--- src/rtl/prog_loader.sv ---
// Serial configuration loader: accepts W-bit words on a valid/ready port,
// shifts CHAIN_LEN bits MSB-first into a downstream shift chain while
// accumulating a CRC-8, and optionally recirculates the chain once to
// re-check it against that CRC.
module prog_loader #(
  parameter int unsigned CHAIN_LEN = 64,
  parameter int unsigned W         = 8
) (
  input  logic         prog_clk,
  input  logic         prog_rst_n,
  input  logic         start,
  input  logic         verify_en,
  input  logic         abort,
  input  logic [W-1:0] cfg_data,
  input  logic         cfg_valid,
  output logic         cfg_ready,
  output logic         prog_in,
  output logic         prog_en,
  input  logic         prog_out,
  output logic         busy,
  output logic         done,
  output logic         error,
  output logic [7:0]   crc
);

  localparam int unsigned CW = $clog2(CHAIN_LEN + 1);
  localparam int unsigned BW = $clog2(W + 1);
  localparam int unsigned XW = (CW > BW) ? CW : BW;

  typedef enum logic [1:0] {S_IDLE, S_LOAD, S_VERIFY, S_DONE} state_t;

  state_t          state_q, state_d;
  logic [CW-1:0]   bit_cnt_q, bit_cnt_d;
  logic [W-1:0]    buf_q, buf_d;
  logic [BW-1:0]   buf_cnt_q, buf_cnt_d;
  logic [7:0]      crc_q, crc_d;
  logic [7:0]      vcrc_q, vcrc_d;
  logic            error_q, error_d;
  logic            verify_q, verify_d;

  logic [XW-1:0]   owed, bufc, owed_next;
  logic            shift, last_bit;

  function automatic logic [7:0] crc_step(input logic [7:0] c, input logic b);
    crc_step = {c[6:0], 1'b0} ^ ((c[7] ^ b) ? 8'h07 : 8'h00);
  endfunction

  // State register and datapath flops
  always_ff @(posedge prog_clk or negedge prog_rst_n) begin
    if (!prog_rst_n) begin
      state_q   <= S_IDLE;
      bit_cnt_q <= '0;
      buf_q     <= '0;
      buf_cnt_q <= '0;
      crc_q     <= '0;
      vcrc_q    <= '0;
      error_q   <= 1'b0;
      verify_q  <= 1'b0;
    end else begin
      state_q   <= state_d;
      bit_cnt_q <= bit_cnt_d;
      buf_q     <= buf_d;
      buf_cnt_q <= buf_cnt_d;
      crc_q     <= crc_d;
      vcrc_q    <= vcrc_d;
      error_q   <= error_d;
      verify_q  <= verify_d;
    end
  end

  // Next-state, word buffering, shift-out and CRC accumulation
  always_comb begin
    state_d   = state_q;
    bit_cnt_d = bit_cnt_q;
    buf_d     = buf_q;
    buf_cnt_d = buf_cnt_q;
    crc_d     = crc_q;
    vcrc_d    = vcrc_q;
    error_d   = error_q;
    verify_d  = verify_q;
    prog_en   = 1'b0;
    prog_in   = 1'b0;
    shift     = 1'b0;
    owed_next = '0;

    owed      = XW'(CHAIN_LEN) - XW'(bit_cnt_q);
    bufc      = XW'(buf_cnt_q);
    last_bit  = (bit_cnt_q == CW'(CHAIN_LEN - 1));
    cfg_ready = (state_q == S_LOAD) && (buf_cnt_q <= BW'(1)) && (owed > bufc);

    case (state_q)
      S_LOAD: begin
        shift = (buf_cnt_q != '0);
        if (shift) begin
          prog_en   = 1'b1;
          prog_in   = buf_q[W-1];
          crc_d     = crc_step(crc_q, buf_q[W-1]);
          bit_cnt_d = bit_cnt_q + CW'(1);
          buf_d     = buf_q << 1;
          buf_cnt_d = buf_cnt_q - BW'(1);
        end
        // A new word may land in the same edge that shifts out the last
        // buffered bit, keeping prog_en gapless across words.
        if (cfg_ready && cfg_valid) begin
          owed_next = owed - XW'(shift);
          buf_d     = cfg_data;
          buf_cnt_d = (owed_next >= XW'(W)) ? BW'(W) : BW'(owed_next);
        end
        if (shift && last_bit) begin
          bit_cnt_d = '0;
          buf_cnt_d = '0;
          state_d   = verify_q ? S_VERIFY : S_DONE;
        end
      end
      S_VERIFY: begin
        prog_en   = 1'b1;
        prog_in   = prog_out;
        vcrc_d    = crc_step(vcrc_q, prog_out);
        bit_cnt_d = bit_cnt_q + CW'(1);
        if (last_bit) begin
          error_d   = (vcrc_d != crc_q);
          bit_cnt_d = '0;
          state_d   = S_DONE;
        end
      end
      default: begin
        if (start) begin
          state_d   = S_LOAD;
          bit_cnt_d = '0;
          buf_d     = '0;
          buf_cnt_d = '0;
          crc_d     = '0;
          vcrc_d    = '0;
          error_d   = 1'b0;
          verify_d  = verify_en;
        end
      end
    endcase

    if (abort) begin
      state_d   = S_IDLE;
      bit_cnt_d = '0;
      buf_d     = '0;
      buf_cnt_d = '0;
      error_d   = 1'b0;
    end
  end

  assign busy  = (state_q == S_LOAD) || (state_q == S_VERIFY);
  assign done  = (state_q == S_DONE);
  assign error = error_q;
  assign crc   = crc_q;

endmodule

--- config.mk ---
export PLATFORM = sky130hd
export DESIGN_NAME = prog_loader
export DESIGN_NICKNAME = d
export VERILOG_FILES = /design/src/rtl/prog_loader.sv
export SDC_FILE = /design/constraint.sdc
export NUM_CORES = 1
export LEC_CHECK = 0
export ABC_CLOCK_PERIOD_IN_PS = 2900
export CORE_MARGIN = 2
export CORE_UTILIZATION = 51
export CTS_CLUSTER_DIAMETER = 50
export DETAILED_ROUTE_END_ITERATION = 8
export PLACE_DENSITY_LB_ADDON = 0.05
export SYNTH_ARGS = -nofsm -noshare
export SYNTH_HDL_FRONTEND = slang
export SYNTH_SLANG_ARGS = --single-unit
--- constraint.sdc ---
create_clock -name prog_clk -period 2.9 [get_ports prog_clk]
set_input_delay 0.725 -clock prog_clk [delete_from_list [all_inputs] [get_ports prog_clk]]
set_output_delay 0.725 -clock prog_clk [all_outputs]
set_load 0.03 [all_outputs]
==> results.md <==
- The overall track demand over capacity in global routing is between 20% and 30%.
- The tree is rooted in a clkbuf_8.
- The number of failing setup endpoints in the final timing report is 1.
- The floorplan step set the die height to between 70 and 80 um.
- For this run, the leading register cell type out of synthesis is dfrtp_1.
- The die is between 70 and 80 um wide.
- The number of enable flip-flop cells after synthesis is 0.
- When the netlist entered floorplanning its net count stood at 296.
- For this run, design rule violations remaining after detail routing come to 0.
- For the pin with the worst max-slew slack, the measured transition is approximately 0.87 ns.
- The number of antenna violations at the first check in global routing was 0.
- The aggregate global routing overflow is 0.
- The TritonCTS clock tree is built.
- The final-report hold violation count is 0.
- The clock drives 39 sinks.
- In this run the static leakage power is ~0.0014 uW.
- The data required time at the worst endpoint is 2.17 ns.
- For this block, the routed nets add up to 5466 um of wire.
- The via count of the first global-routing pass was 1970.
- Synthesis produced 268 cells.
- The fraction of registers with async set or reset after synthesis is 100.0%.
- The number of primary I/O pins is 29.
- The detailed placement HPWL is 3971 um.
- The checks that failed: negative setup slack.
- STA puts the critical path data arrival time at 2.27 ns.
- The synthesized area divided by synthesized cell count is 9.197 um2.
- Max-cap violations in this run came to 0.
- Routability-driven placement finished with a final weighted congestion of 0.8543.
- Compared with the post-synthesis result, the final layout area differs by 21.37%.
- The worst setup slack before clock tree synthesis is 0.09987 ns.
- The total number of yosys warnings is 0.
- The placement row count is 25.
- Dividing the detail-routed wire length by the instance count gives 15.02 um.
- The clock arrives with 0.003315 ns of skew.
- Derived from the worst setup path, the maximum achievable clock frequency is 0.3339 GHz.
- After layout, the design draws a total of 2028 uW.
- The startpoint kind of the worst setup timing path is a register.
- After layout, the minimum clock period comes to 2.995 ns.
- The kind of critical path is register to primary output.
- The number of buffers on the longest clock path is 2.
- Counting the buffers created by CTS gives 5.
- The detail-routed via count per cell is 5.599.
- Across all setup checks in the final design, the least slack found is -0.09516 ns.
- The number of max-slew violations in the final report was 0.
- For this run, the post-layout net count is 337.
- The setup slack of the most critical reg-to-reg path is 0.17 ns.
- The final setup TNS is -0.09516 ns.
- Counting flops and latches in the post-synthesis netlist gives 39.
- The type of the worst min-delay path is register to register.
- The run finished, with violations left.
- The synthesized cell area is 2465 um2.
- Headroom to the max-slew limit came out at a little over two fifths.
- The sort of element at the end of the critical path is a primary output.
- The share of the clock period used by the worst path after layout is 103.3%.
- The largest net degree at the start of global routing is 40.
- The number of port buffers is 28.
- The die covers 5405 um2.
- The areal power density over the cells is 677.9 nW/um2.
- The antenna diode instance count is 0.
- Setup repair after global routing could not meet its margin everywhere.
- The count of non-filler cells in the finished layout is around 360.
- The core region is 4692 um2.
- The first global-routing pass estimated 9377 um of wire.
- The first routing iteration left 85 violations.
- The portion of the post-synthesis area used by sequential elements is 39.59%.
- The insertion delay of the later-clocked pin in the worst-skew pair is 0.29 ns.
- The filler cell count in the final layout is 409.
- Sorting the synthesized cells by area gives the leading types as dfrtp_1, ha_1, nand2_1, xnor2_1, xor2_1.
- Counting distinct cell types in the post-synthesis netlist gives 56.
- The number of H-tree levels is 2.
- The top cell types in the final layout, fill and taps aside, are nand2_1, dfrtp_1, clkdlybuf4s50_1, buf_4, inv_1.
- Across the VDD grid, the largest voltage drop is between 0.3 and 0.4 mV.
- Once detail routing completed, the nets flagged for antenna violations numbered 0.
- The synthesized design spends more area on one cell type than any other, namely dfrtp_1.
- The via count of the routed design is 2038.
- In this run, placement finished with an instance count of 355.
- The clock slew seen by the registers of the worst setup and hold paths is 0.08 ns.
- The maximum fanout along the worst path is 4.
- The ratio of cells with drive above 1 in the final layout is 14.19%.
- Once the floorplan was initialized, standard cells occupied 52.53% of the core.
- The number of iterations in the first detailed-routing pass is 5.
- In this run the biggest area consumer among cell types represents 39.59% of the synthesized area.
- The hold buffer count at CTS is 0.
==> registers in the layout, indices dropped and copies added (netlist names) <==
register / flops
bit_cnt_q: 7
error: 1
crc: 8
state_q: 2
buf_q: 8
vcrc_q: 8
verify_q: 1
buf_cnt_q: 4
==> cells in the mapped netlist (2+ instances only) <==
cell type / number
nand3_1: 11
o22ai_1: 2
o21bai_1: 2
buf_6: 3
nor3b_1: 3
xnor2_1: 10
inv_1: 16
clkbuf_1: 7
o21ai_0: 10
ha_1: 13
mux2i_1: 8
nand2b_1: 4
o31ai_1: 4
nor3_1: 3
a21oi_1: 7
xor2_1: 10
nor2b_1: 5
dfrtp_1: 39
o21ai_1: 12
nand2_1: 38
or3_1: 3
a22o_1: 9
nor2_1: 13
a21bo_1: 2
a22oi_1: 3
==> cells by family after synthesis <==
kind of cell	synth area share (%)
mux	3.706
fa+ha+maj	6.599
compound gates	18.43
xor+xnor	7.106
flops	39.59
buf+inv	5.381
simple gates	19.19
==> critical path: stages (launching register included) <==
cell	delay, ns
dfrtp_1	0.41
buf_6	0.13
or4_4	0.52
or3_4	0.34
a21bo_1	0.20
o21ai_2	0.17
inv_2	0.05
buf_6	0.13
==> power by group <==
| group | internal (uW) | switching, uW |
|---|---|---|
| registers | 590 | 44.7 |
| logic | 430 | 594 |
| clock network | 168 | 201 |
| total | 1190 | 840 |
==> worst paths after layout <==
path,start,depth (start not counted),end
min reg2reg,buf_q[6],2,buf_q[6]
max in group asynchronous,prog_rst_n,1,bit_cnt_q[2]
min in group asynchronous,prog_rst_n,1,bit_cnt_q[3]
min,buf_q[6],2,buf_q[6]
max,bit_cnt_q[1],7,cfg_ready
max reg2reg,bit_cnt_q[1],10,buf_q[0]
==> timing repair <==
item / CTS / global route
setup buffers: 1 / 0
pin swaps: 2 / 3
endpoints found under the setup margin: 3 / 1
gates cloned: 0 / 0
resized for setup: 9 / 5
==> metrics by stage <==
stage	cell area (um2)	hold WS, ns	util, %
CTS	2973	0.4983	63.36
global route	2992	0.5193	63.76
floorplan	2465	0.4294	-
finish	2992	0.4897	63.76
global placement	2860	0.4730	60.96
detailed placement	2860	0.4812	60.96
==> area by class of cell <==
class / instances / area, um2 / area share (%)
Clock buffer: 6 / 72.57 / 2.426
Multi-Input combinational cell: 201 / 1389 / 46.42
Tap cell: 54 / 67.56 / 2.258
Timing Repair Buffer: 46 / 412.9 / 13.80
Clock inverter: 2 / 12.51 / 0.4182
Sequential cell: 39 / 977.2 / 32.66
Inverter: 16 / 60.06 / 2.008
==> routing by layer <==
layer / vias up / share of wire (%) / global-route usage (%)
met1: 972 / 51 / 32.66
met4: 0 / 1.2 / 6.061
met3: 6 / 2.3 / 3.429
li1: 1025 / - / -
met5: - / 0 / 0
met2: 35 / 45 / 35.22
No activity file was read; power rests on OpenSTA's default activity.
